--- src/rtl/alu_nbit_seq.sv ---
// Registered WIDTH-bit ALU with valid/ready handshakes and iterative multi-cycle shifts.
// Define ALU_NBIT_SHIFT_EN to enable SHL/SHR (ops 1000/1001) and the EXEC state.
module alu_nbit_seq #(
    parameter int WIDTH = 4
) (
    input  logic             clk,
    input  logic             rst_n,
    input  logic             in_valid,
    output logic             in_ready,
    input  logic [3:0]       op,
    input  logic [WIDTH-1:0] a,
    input  logic [WIDTH-1:0] b,
    input  logic             cin,
    output logic             out_valid,
    input  logic             out_ready,
    output logic [WIDTH-1:0] f,
    output logic             cout,
    output logic             zero,
    output logic             neg,
    output logic             ovf,
    output logic             illegal
);

    localparam int SHW = $clog2(WIDTH);

    // Handshake: an op is taken on a clock edge where in_valid && in_ready; a result
    // leaves on an edge where out_valid && out_ready. Both may happen on the same edge.

    typedef enum logic [0:0] {
        IDLE = 1'b0,
        EXEC = 1'b1
    } state_t;

    state_t           r_state;
    state_t           w_state_nxt;

    logic             r_out_valid;
    logic [WIDTH-1:0] r_f;
    logic             r_cout;
    logic             r_zero;
    logic             r_neg;
    logic             r_ovf;
    logic             r_illegal;

    logic [WIDTH-1:0] r_work;
    logic [SHW-1:0]   r_cnt;
    logic             r_shr;

    logic [WIDTH-1:0] w_addend;
    logic             w_carry;
    logic             w_is_arith;
    logic             w_is_shift;
    logic [WIDTH:0]   w_sum;
    logic [WIDTH-1:0] w_res;
    logic             w_cout;
    logic             w_ovf;
    logic             w_illegal;
    logic [SHW-1:0]   w_shamt;
    logic             w_go_exec;

    logic             w_in_ready;
    logic             w_load_single;
    logic             w_start_shift;
    logic             w_shift_step;
    logic             w_shift_done;
    logic [WIDTH-1:0] w_work_nxt;
    logic             w_shout;

    assign w_shamt = b[SHW-1:0];

    always_comb begin
        w_addend   = '0;
        w_carry    = 1'b0;
        w_is_arith = 1'b0;
        w_is_shift = 1'b0;
        w_res      = '0;
        w_cout     = 1'b0;
        w_ovf      = 1'b0;
        w_illegal  = 1'b0;
        case (op)
            4'b0000: begin
                w_is_arith = 1'b1;
                w_carry    = cin;
            end
            4'b0001: begin
                w_is_arith = 1'b1;
                w_addend   = b;
                w_carry    = cin;
            end
            4'b0010: begin
                w_is_arith = 1'b1;
                w_addend   = ~b;
                w_carry    = 1'b1;
            end
            4'b0011: begin
                w_is_arith = 1'b1;
                w_addend   = ~b;
                w_carry    = ~cin;
            end
            4'b0100: w_res = a & b;
            4'b0101: w_res = a | b;
            4'b0110: w_res = a ^ b;
            4'b0111: w_res = ~a;
`ifdef ALU_NBIT_SHIFT_EN
            // A zero shift amount completes immediately with f = a.
            4'b1000, 4'b1001: begin
                w_is_shift = 1'b1;
                w_res      = a;
            end
`endif
            default: w_illegal = 1'b1;
        endcase
        w_sum = {1'b0, a} + {1'b0, w_addend} + {{WIDTH{1'b0}}, w_carry};
        if (w_is_arith) begin
            w_res  = w_sum[WIDTH-1:0];
            w_cout = w_sum[WIDTH];
            w_ovf  = (a[WIDTH-1] == w_addend[WIDTH-1]) && (w_sum[WIDTH-1] != a[WIDTH-1]);
        end
    end

    assign w_go_exec = w_is_shift && (w_shamt != '0);

    // One bit per cycle through the working register; w_shout is the bit falling off.
    always_comb begin
        if (r_shr) begin
            w_work_nxt = {1'b0, r_work[WIDTH-1:1]};
            w_shout    = r_work[0];
        end else begin
            w_work_nxt = {r_work[WIDTH-2:0], 1'b0};
            w_shout    = r_work[WIDTH-1];
        end
    end

    always_ff @(posedge clk or negedge rst_n) begin
        if (!rst_n) begin
            r_state <= IDLE;
        end else begin
            r_state <= w_state_nxt;
        end
    end

    always_comb begin
        w_state_nxt   = r_state;
        w_in_ready    = 1'b0;
        w_load_single = 1'b0;
        w_start_shift = 1'b0;
        w_shift_step  = 1'b0;
        w_shift_done  = 1'b0;
        case (r_state)
            IDLE: begin
                w_in_ready = !r_out_valid || out_ready;
                if (in_valid && w_in_ready) begin
                    if (w_go_exec) begin
                        w_start_shift = 1'b1;
                        w_state_nxt   = EXEC;
                    end else begin
                        w_load_single = 1'b1;
                    end
                end
            end
            EXEC: begin
                w_shift_step = 1'b1;
                if (r_cnt == SHW'(1)) begin
                    w_shift_done = 1'b1;
                    w_state_nxt  = IDLE;
                end
            end
            default: w_state_nxt = IDLE;
        endcase
    end

    always_ff @(posedge clk or negedge rst_n) begin
        if (!rst_n) begin
            r_out_valid <= 1'b0;
            r_f         <= '0;
            r_cout      <= 1'b0;
            r_zero      <= 1'b0;
            r_neg       <= 1'b0;
            r_ovf       <= 1'b0;
            r_illegal   <= 1'b0;
            r_work      <= '0;
            r_cnt       <= '0;
            r_shr       <= 1'b0;
        end else begin
            if (w_load_single) begin
                r_out_valid <= 1'b1;
                r_f         <= w_res;
                r_cout      <= w_cout;
                // Illegal ops report every flag as 0, including zero.
                r_zero      <= !w_illegal && (w_res == '0);
                r_neg       <= w_res[WIDTH-1];
                r_ovf       <= w_ovf;
                r_illegal   <= w_illegal;
            end else if (w_shift_done) begin
                r_out_valid <= 1'b1;
                r_f         <= w_work_nxt;
                r_cout      <= w_shout;
                r_zero      <= (w_work_nxt == '0);
                r_neg       <= w_work_nxt[WIDTH-1];
                r_ovf       <= 1'b0;
                r_illegal   <= 1'b0;
            end else if (r_out_valid && out_ready) begin
                r_out_valid <= 1'b0;
            end

            if (w_start_shift) begin
                r_work <= a;
                r_cnt  <= w_shamt;
                r_shr  <= op[0];
            end else if (w_shift_step) begin
                r_work <= w_work_nxt;
                r_cnt  <= r_cnt - SHW'(1);
            end
        end
    end

    assign in_ready  = w_in_ready;
    assign out_valid = r_out_valid;
    assign f         = r_f;
    assign cout      = r_cout;
    assign zero      = r_zero;
    assign neg       = r_neg;
    assign ovf       = r_ovf;
    assign illegal   = r_illegal;

endmodule

--- config.mk ---
export PLATFORM = sky130hd
export DESIGN_NAME = alu_nbit_seq
export DESIGN_NICKNAME = d
export VERILOG_FILES = /design/src/rtl/alu_nbit_seq.sv
export SDC_FILE = /design/constraint.sdc
export NUM_CORES = 1
export LEC_CHECK = 0
export CAP_MARGIN = 30
export CORE_ASPECT_RATIO = 0.75
export CORE_MARGIN = 2
export CORE_UTILIZATION = 45
export CTS_CLUSTER_DIAMETER = 80
export DETAILED_ROUTE_END_ITERATION = 8
export DONT_BUFFER_PORTS = 1
export GPL_TIMING_DRIVEN = 0
export PLACE_DENSITY_LB_ADDON = 0.1
export SYNTH_ARGS = -nofsm -noshare
export SYNTH_HDL_FRONTEND = slang
export SYNTH_SLANG_ARGS = --single-unit
--- constraint.sdc ---
create_clock -name clk -period 3.8 [get_ports clk]
set_input_delay 0.19 -clock clk [delete_from_list [all_inputs] [get_ports clk]]
set_output_delay 0.19 -clock clk [all_outputs]
set_load 0.02 [all_outputs]
---- Word-level counts from Yosys, hierarchy flattened ----
Index checks and enable logic that the tools add are counted.
operators by class
  add/sub/neg operators ................... 3
  reductions and logical operators ........ 15
  shifts and indexed selects .............. 0
  $mul .................................... 0
  eq/ne operators ......................... 10
  bitwise operators ....................... 7
  $lt $le $gt $ge ......................... 0
  mux-type cells .......................... 30
  div/mod/pow operators ................... 0
operator list
  kind                number
  $mux 1              23
  $eq 4x3->1 const B  4
  $pmux 4 s4          1
  $logic_not 4->1     3
  $mux 4              3
  $eq 4x2->1 const B  2
  $not 4->4           2
  $pmux 4 s2          1
  $reduce_or 8->1     1
  $add 4x4->5         1
  $add 5x1->5         1
  $and 4x4->4         1
  $eq 4x1->1 const B  1
  $logic_and 1x1->1   4
  $or 4x4->4          1
  $reduce_or 2->1     2
  $reduce_or 4->1     1
  $xor 4x4->4         1
  $pmux 1 s3          1
  $reduce_bool 3->1   1
  $eq 2x1->1 const B  1
  $not 1->1           2
  $pmux 1 s2          1
  $reduce_bool 2->1   1
  5 further kinds     5
word-level totals
  latch bits .............................. 0
  memories kept ........................... 0
  logic and storage cells ................. 75
  bits of input ports ..................... 17
  bits in read-only memories .............. 0
  register bits after elaboration ......... 17
  RAM bits ................................ 0

---- Depth between registers and ports, before layout ----
Gate-level depths: netlist of run 1.
  depth after elaboration ................. 9
  depth in mapped cells ................... 11
  depth with buffers taken out ............ 10

---- Worst setup path before layout of run 1 ----
OpenSTA, ideal clock, no wires.
  kind .................................... in2reg
  start ................................... in op[0]
  end ..................................... reg r_zero, in the netlist zero
  stages .................................. 10
  buffers on the path ..................... 1
  required time ........................... 3.713 ns
  slack ................................... 1.293 ns
  arrival ................................. 2.420 ns
  cell sequence ........................... clkbuf_1 -> nor2b_1 -> mux2_2 -> nand2_1 -> fa_1 -> fa_1 -> xor2_1 -> nand2_1 -> a21o_1 -> a211oi_2
between the ends
  cells in the longest elaborated chain, start to end .. 9
  elaborated cells between the ends (all ways) .. 22
ends and longest elaborated chain
  what                              line  text
  from (decl)                       10    input logic [3:0] op,
  $eq 4x2->1                        80    case (op)
  $reduce_or 2->1 (no source line)  --
  $pmux 4 s2                        80
  $add 4x4->5                       113   w_sum = {1'b0, a} + {1'b0, w_addend} + {{WIDTH{1'b0}}, w_carry};
  $add 5x1->5                       113
  $mux 4                            114   if (w_is_arith) begin
  $logic_not 4->1                   190   r_zero <= !w_illegal && (w_res == '0);
  $logic_and 1x1->1 (*)             190
  $mux 1 (*)                        185   if (w_load_single) begin
  to (signal assigned)              190
  to (signal assigned)              198   r_zero <= (w_work_nxt == '0);
  to (decl)                         40    logic r_zero;
Mark *: on every way between the ends. The rest lies on a longest branch, timed or not.
A chain may end at the register's enable or synchronous reset.

---- Final worst setup path of run 1 ----
Ends and elaborated chain as after synthesis.

==> results of run 1 <==
-- power by group --
part	switching [mW]	internal, mW	total (mW)
Clock	0.0438	0.0582	0.102
Sequential	0.0223	0.139	0.161
Combinational	0.0439	0.0358	0.0797
Total	0.110	0.233	0.343
-- metrics by stage --
step / power [mW] / cells / util (%)
final: 0.343 / 141 / 53.2
after global routing: 0.365 / 141 / 53.2
after CTS: 0.347 / 141 / 53.2
after detailed placement: 0.241 / 136 / 51.0
after global placement: 0.239 / 136 / 51.0
after floorplan: 0.226 / 112 / -
-- Yosys cell counts, drive strengths merged (2+ instances only) --
cell | number | area share [%]
a21o | 2 | 1.5
a21oi | 4 | 1.9
clkbuf | 3 | 1.1
dfrtp | 12 | 29
fa | 2 | 3.9
ha | 12 | 15
inv | 13 | 4.7
mux2 | 2 | 2.2
mux2i | 4 | 3.9
mux4 | 3 | 6.5
nand2 | 14 | 5.1
nand2b | 5 | 3.0
nand4b | 2 | 1.7
nor2 | 3 | 1.1
nor2b | 5 | 3.0
nor3 | 2 | 0.97
o21ai | 10 | 4.8
xor2 | 2 | 1.7
-- what timing repair did --
action	CTS	global route
endpoints found under the hold margin	12	0
setup buffers	0	0
hold buffers	1	0
-- per-layer routing --
metal | vias up | part of all wire (%)
met1 | 363 | 50
met5 | - | 0
met3 | 0 | 6.9
met2 | 20 | 43
li1 | 392 | -
met4 | 0 | 0
-- worst paths after layout --
| kind | startpoint | endpoint | slack (ns) |
|---|---|---|---|
| setup / recovery | op[0] | zero | 1.15 |
| hold / removal | op[3] | illegal | 0.03 |
| setup reg to reg | r_cnt[0] | zero | 2.11 |
| hold reg to reg | r_cnt[0] | r_cnt[0] | 0.47 |
| max in group asynchronous | rst_n | r_cnt[0] | 3.12 |
| min in group asynchronous | rst_n | f[1] | 0.33 |
-- worst register-to-register path, delay by kind of cell, from the launching register on --
| family | cells | cell delay, ns |
|---|---|---|
| adders and majority gates | 1 | 0.22 |
| AOI/OAI and AO/OA | 3 | 0.77 |
| DFF | 1 | 0.39 |
| and+or+nand+nor | 2 | 0.20 |
-- area by class of cell --
class / instances / area (um2) / share of cell area [%]
Tap cell: 24 / 30.0 / 2.71
Timing Repair Buffer: 1 / 10.0 / 0.903
Sequential cell: 12 / 300 / 27.1
Inverter: 13 / 48.8 / 4.40
Clock buffer: 4 / 36.3 / 3.27
Multi-Input combinational cell: 83 / 664 / 59.9
Buffer: 4 / 18.8 / 1.69
-- sequential cells by signal, indices dropped and copies added, names as in the netlist --
name / cells
ovf: 1
r_cnt: 2
r_state: 1
zero: 1
out_valid: 1
f: 4
illegal: 1
cout: 1
-- cells by family (layout without fill, tap and decap cells) --
family	after synthesis	count (layout)	synth area share [%]
and+or+nand+nor	36	36	18.3
AOI/OAI and AO/OA	21	21	12.5
adders and majority gates	14	14	18.4
DFF	12	12	29.1
xor gates and xnor gates	3	3	2.55
buffers and inverters	17	22	6.54
muxes	9	9	12.6
==> flow_summary.toml, run 1 <==
[global_routing]
grt_pass1_wl_mm = 3.34
top_usage_layer = "met2"
grt_pass1_vias = 774
grtUsageMet3_pct = 7.39
grt_use_met1_pct = 22.6
overflow = 0
grt_util_all_layers_pct = 16.8
antenna_found_initial = 0
met2_usage_pct = 26.2
grt_max_degree = 13

[timing]
relSlewSlack_pct = 56.3
worst_pin_slew_ns = 0.654
postLayoutSetupSlackWorst_ns = 1.15
max_freq_ghz = 0.377
hold_slack_ns = 0.0343
final.min_clock_period_ns = 2.65
final_max_slew_viol_count = 0
rsz0062_at_grt = "false"
hold_viol_final = 0
fin_worst_skew_ns = 0.00279
setup_tns_ns = 0
period_share_pct = 69.8
setup_viol = 0

[place]
io_buffers = 0
dpl_worst_slack_ns = 0.851
dp_hpwl_mm = 1.66
place_congestion = 0.727
place_area_mm2 = 0.00106

[pwr]
powerDensity_mw_per_mm2 = 309
p_leak_nw = 0.534
irDropWorstVdd_v = 0.000198

[logic_synthesis]
ys_warn_count = 0
synth-seq-cells = 12
syn_nets = 143
syn_inst = 112
seq_area_frac_synth_pct = 29.1
synth_area_mm2 = 0.00103
synth_edf_count = 0
synth.avg_cell_area_um2 = 9.22
async_flop_share_pct = 100
netlist-cell-type-count = 32
ys_dominant_reg_cell = "dfrtp_1"

[routing]
post-route-drc-count = 0
vias = 775
wl_mm = 2.03
drt_iter0_drc = 20
ant_nets = 0
firstDrtPassIters = 4
avgRoutedWirePerCell_um = 14.4
viasPerCell = 5.50

[final_layout]
synthToLayoutAreaGrowth_pct = 7.39
n_fill_cell = 201
fin_area_mm2 = 0.00111
final_cell_mix = "nand2_1 (14), inv_1 (12), ha_1 (12), dfrtp_1 (12), o21ai_0 (7)"
n_antenna_cell = 0
drive_gt1_share_pct = 10.3
nets = 149
final_common_cell = "nand2_1"

[critical_path]
critical_path_buf_inv_count = 1
cp.required_ns = 3.99
arrival_ns = 2.84
cp-end-kind = "flop"
start_kind = "input port"
critical_path_depth = 10
r2r_cells = 6
path_cells = "clkbuf_1, nor2b_1, mux2_2, nand2_1, fa_1, fa_1, xor2_1, nand2_1, a21o_1, a211oi_2"
critPathTopFamily = "adder cells"
slowest_stage = "fa_1"
path_class = "in2reg"
max_stage_delay_ns = 0.47
cp_max_fo = 7

[floorplan]
die_height_um = 45.5
fp-row-count = 14
die_x_um = 59.3
ios = 28
die-area_mm2 = 0.00270
start_util_pct = 49.5
coreArea_mm2 = 0.00208

[clock_network]
ctsResizeCount = 0
clk_latency_ns = 0.27
numCtsBuffers = 3
clockBufferDepth = 2
htree_levels = 1
cts_tree = "done"
cts_root_buf = "clkbuf_4"
path_clk_slew_ns = 0.08
clkSinkCount = 12

[job]
drv_cap = 0

[outcome]
outcome = "finished clean"

[min_path]
hold_depth = 2
hp-class = "in2reg"
(Power assumes the default switching activity.)
==> inputs of run 2 (changes only) <==
==> constraint.sdc (replaced) <==
create_clock -name clk -period 2.8 [get_ports clk]
set_input_delay 0.14 -clock clk [delete_from_list [all_inputs] [get_ports clk]]
set_output_delay 0.14 -clock clk [all_outputs]
set_load 0.02 [all_outputs]
==> run 2 against run 1 <==
  * Sequential cell count unchanged
  * Combinational power is 37% higher
  * First-iteration DRC count shrank 20%
  * Clock power grew 36%
  * Sequential share of layout area is 0.30 points lower
  * Register-to-register slack got worse by 0.99 ns
  * Design area grew 1.1%
  * Global-route usage grew 0.12 points
  * Sequential power is 36% higher
  * Total power rose by 36%
  * Clock skew barely moved
  * Largest power group unchanged
  * Highest routed layer unchanged
==> flow_summary.toml, run 2 (synthesis results as in run 1) <==
[outcome]
outcome = "finished clean"

[pwr]
p_comb_share_pct = 23.4
switchingPower_mw = 0.150
p_sw_share_pct = 32.1
fin_total_pwr_mw = 0.467
p_int_mw = 0.317
p_leak_nw = 0.540
irDropWorstVdd_v = 0.000269
pwr-share-seq_pct = 46.8
clockPowerShare_pct = 29.8
powerDensity_mw_per_mm2 = 417

[clock_network]
htree_levels = 1
cts_tree = "done"
clkSinkCount = 12
cts_root_buf = "clkbuf_4"
path_clk_slew_ns = 0.08
clk_latency_ns = 0.27
clockBufferDepth = 2
numCtsBuffers = 3
postCtsSetupRepairBufs = 0

[final_layout]
final_cell_mix = "nand2_1 (14), inv_1 (12), ha_1 (12), dfrtp_1 (12), o21ai_0 (7)"
n_antenna_cell = 0
final_common_cell = "nand2_1"
largest_reg_flops = 4
finish.utilization_pct = 53.8
nets = 150
synthToLayoutAreaGrowth_pct = 8.61
drive_gt1_share_pct = 11.0

[routing]
ant_nets = 0
vias = 788
avgRoutedWirePerCell_um = 14.5
wl_mm = 2.06
post-route-drc-count = 0
viasPerCell = 5.55
drt_iter0_drc = 16
firstDrtPassIters = 2

[critical_path]
slowest_stage = "fa_1"
cp-end-kind = "flop"
max_stage_delay_ns = 0.47
r2r_setup_slack_ns = 1.12
cp_max_fo = 7
cp.required_ns = 2.99
path_class = "in2reg"
path_cells = "clkbuf_1, nor2b_2, mux2_2, nand2_1, fa_1, fa_1, xor2_1, nand2_1, a21o_1, a211oi_2"
arrival_ns = 2.70
start_kind = "input port"

[place]
dpl_worst_slack_ns = -0.0990
io_buffers = 0
dp_hpwl_mm = 1.66
place_congestion = 0.727

[floorplan]
ios = 28
fp-row-count = 14
coreArea_mm2 = 0.00208
die-area_mm2 = 0.00270
die_height_um = 45.5
die_x_um = 59.3
start_util_pct = 49.5

[timing]
final.min_clock_period_ns = 2.51
hold_viol_final = 0
worst_pin_slew_ns = 0.643
relSlewSlack_pct = 57.1
max_freq_ghz = 0.398
period_share_pct = 89.7
rsz0062_at_grt = "false"
setup_viol = 0
fin_worst_skew_ns = 0.00239
final_max_slew_viol_count = 0
postLayoutSetupSlackWorst_ns = 0.290
setup_tns_ns = 0

[global_routing]
met2_usage_pct = 26.2
grt_util_all_layers_pct = 16.9
overflow = 0
grt_pass1_vias = 776
grt_max_degree = 13
grtUsageMet3_pct = 7.39
grt_pass1_wl_mm = 3.36
top_usage_layer = "met2"
grt_use_met1_pct = 22.9
antenna_found_initial = 0

[job]
drv_cap = 0

[min_path]
hp-class = "in2reg"
-- run 2: worst max-delay path, delay by kind of cell --
kind                       cells  cell delay [ns]
and+or+nand+nor                3             0.49
muxes                          1             0.20
AOI/OAI and AO/OA              2             0.43
buffers and inverters          1             0.31
adders and majority gates      2             0.90
xor gates and xnor gates       1             0.22
-- run 2: worst paths after layout --
check	start	end	cells after the start
worst max-delay path	op[0]	zero	10
min in group asynchronous	rst_n	f[2]	1
worst min register to register	r_cnt[0]	r_cnt[0]	1
worst max register to register	r_cnt[0]	zero	6
worst min-delay path	a[3]	ovf	2
max in group asynchronous	rst_n	r_cnt[0]	1
-- run 2: repair_timing --
item / in CTS / in global routing
setup endpoints to repair: 0 / 1
endpoints found under the hold margin: 13 / 0
gates resized for setup: 0 / 1
hold buffers: 2 / 0
-- run 2: layer usage --
| metal | share of wire (%) | vias up |
|---|---|---|
| met5 | 0 | - |
| met4 | 0 | 0 |
| met3 | 6.1 | 0 |
| met2 | 44 | 14 |
| met1 | 50 | 380 |
| li1 | - | 394 |
-- run 2: final cells by class --
cell class | count | area [um2]
sequential | 12 | 300
multi-input combinational | 83 | 667
inverter | 13 | 48.8
buffer | 4 | 18.8
fill | 200 | 963
tap | 24 | 30.0
timing repair buffer | 2 | 20.0
clock buffer | 4 | 36.3
-- run 2: metrics by stage --
stage                     cell area [um2]  hold WS, ns  cells
after CTS                            1120       0.0520    142
final                                1120       0.0508    142
after detailed placement             1060       -0.155    136
after global routing                 1120       0.0643    142
after floorplan                      1030       -0.156    112
after global placement               1060       -0.155    136
-- run 2: power groups by stage --
stage | combinational (mW) | sequential, mW | clock, mW
global route | 0.126 | 0.221 | 0.150
finish | 0.109 | 0.219 | 0.139
detailed placement | 0.104 | 0.223 | 0
floorplan | 0.0866 | 0.220 | 0
CTS | 0.111 | 0.219 | 0.142
global placement | 0.102 | 0.222 | 0
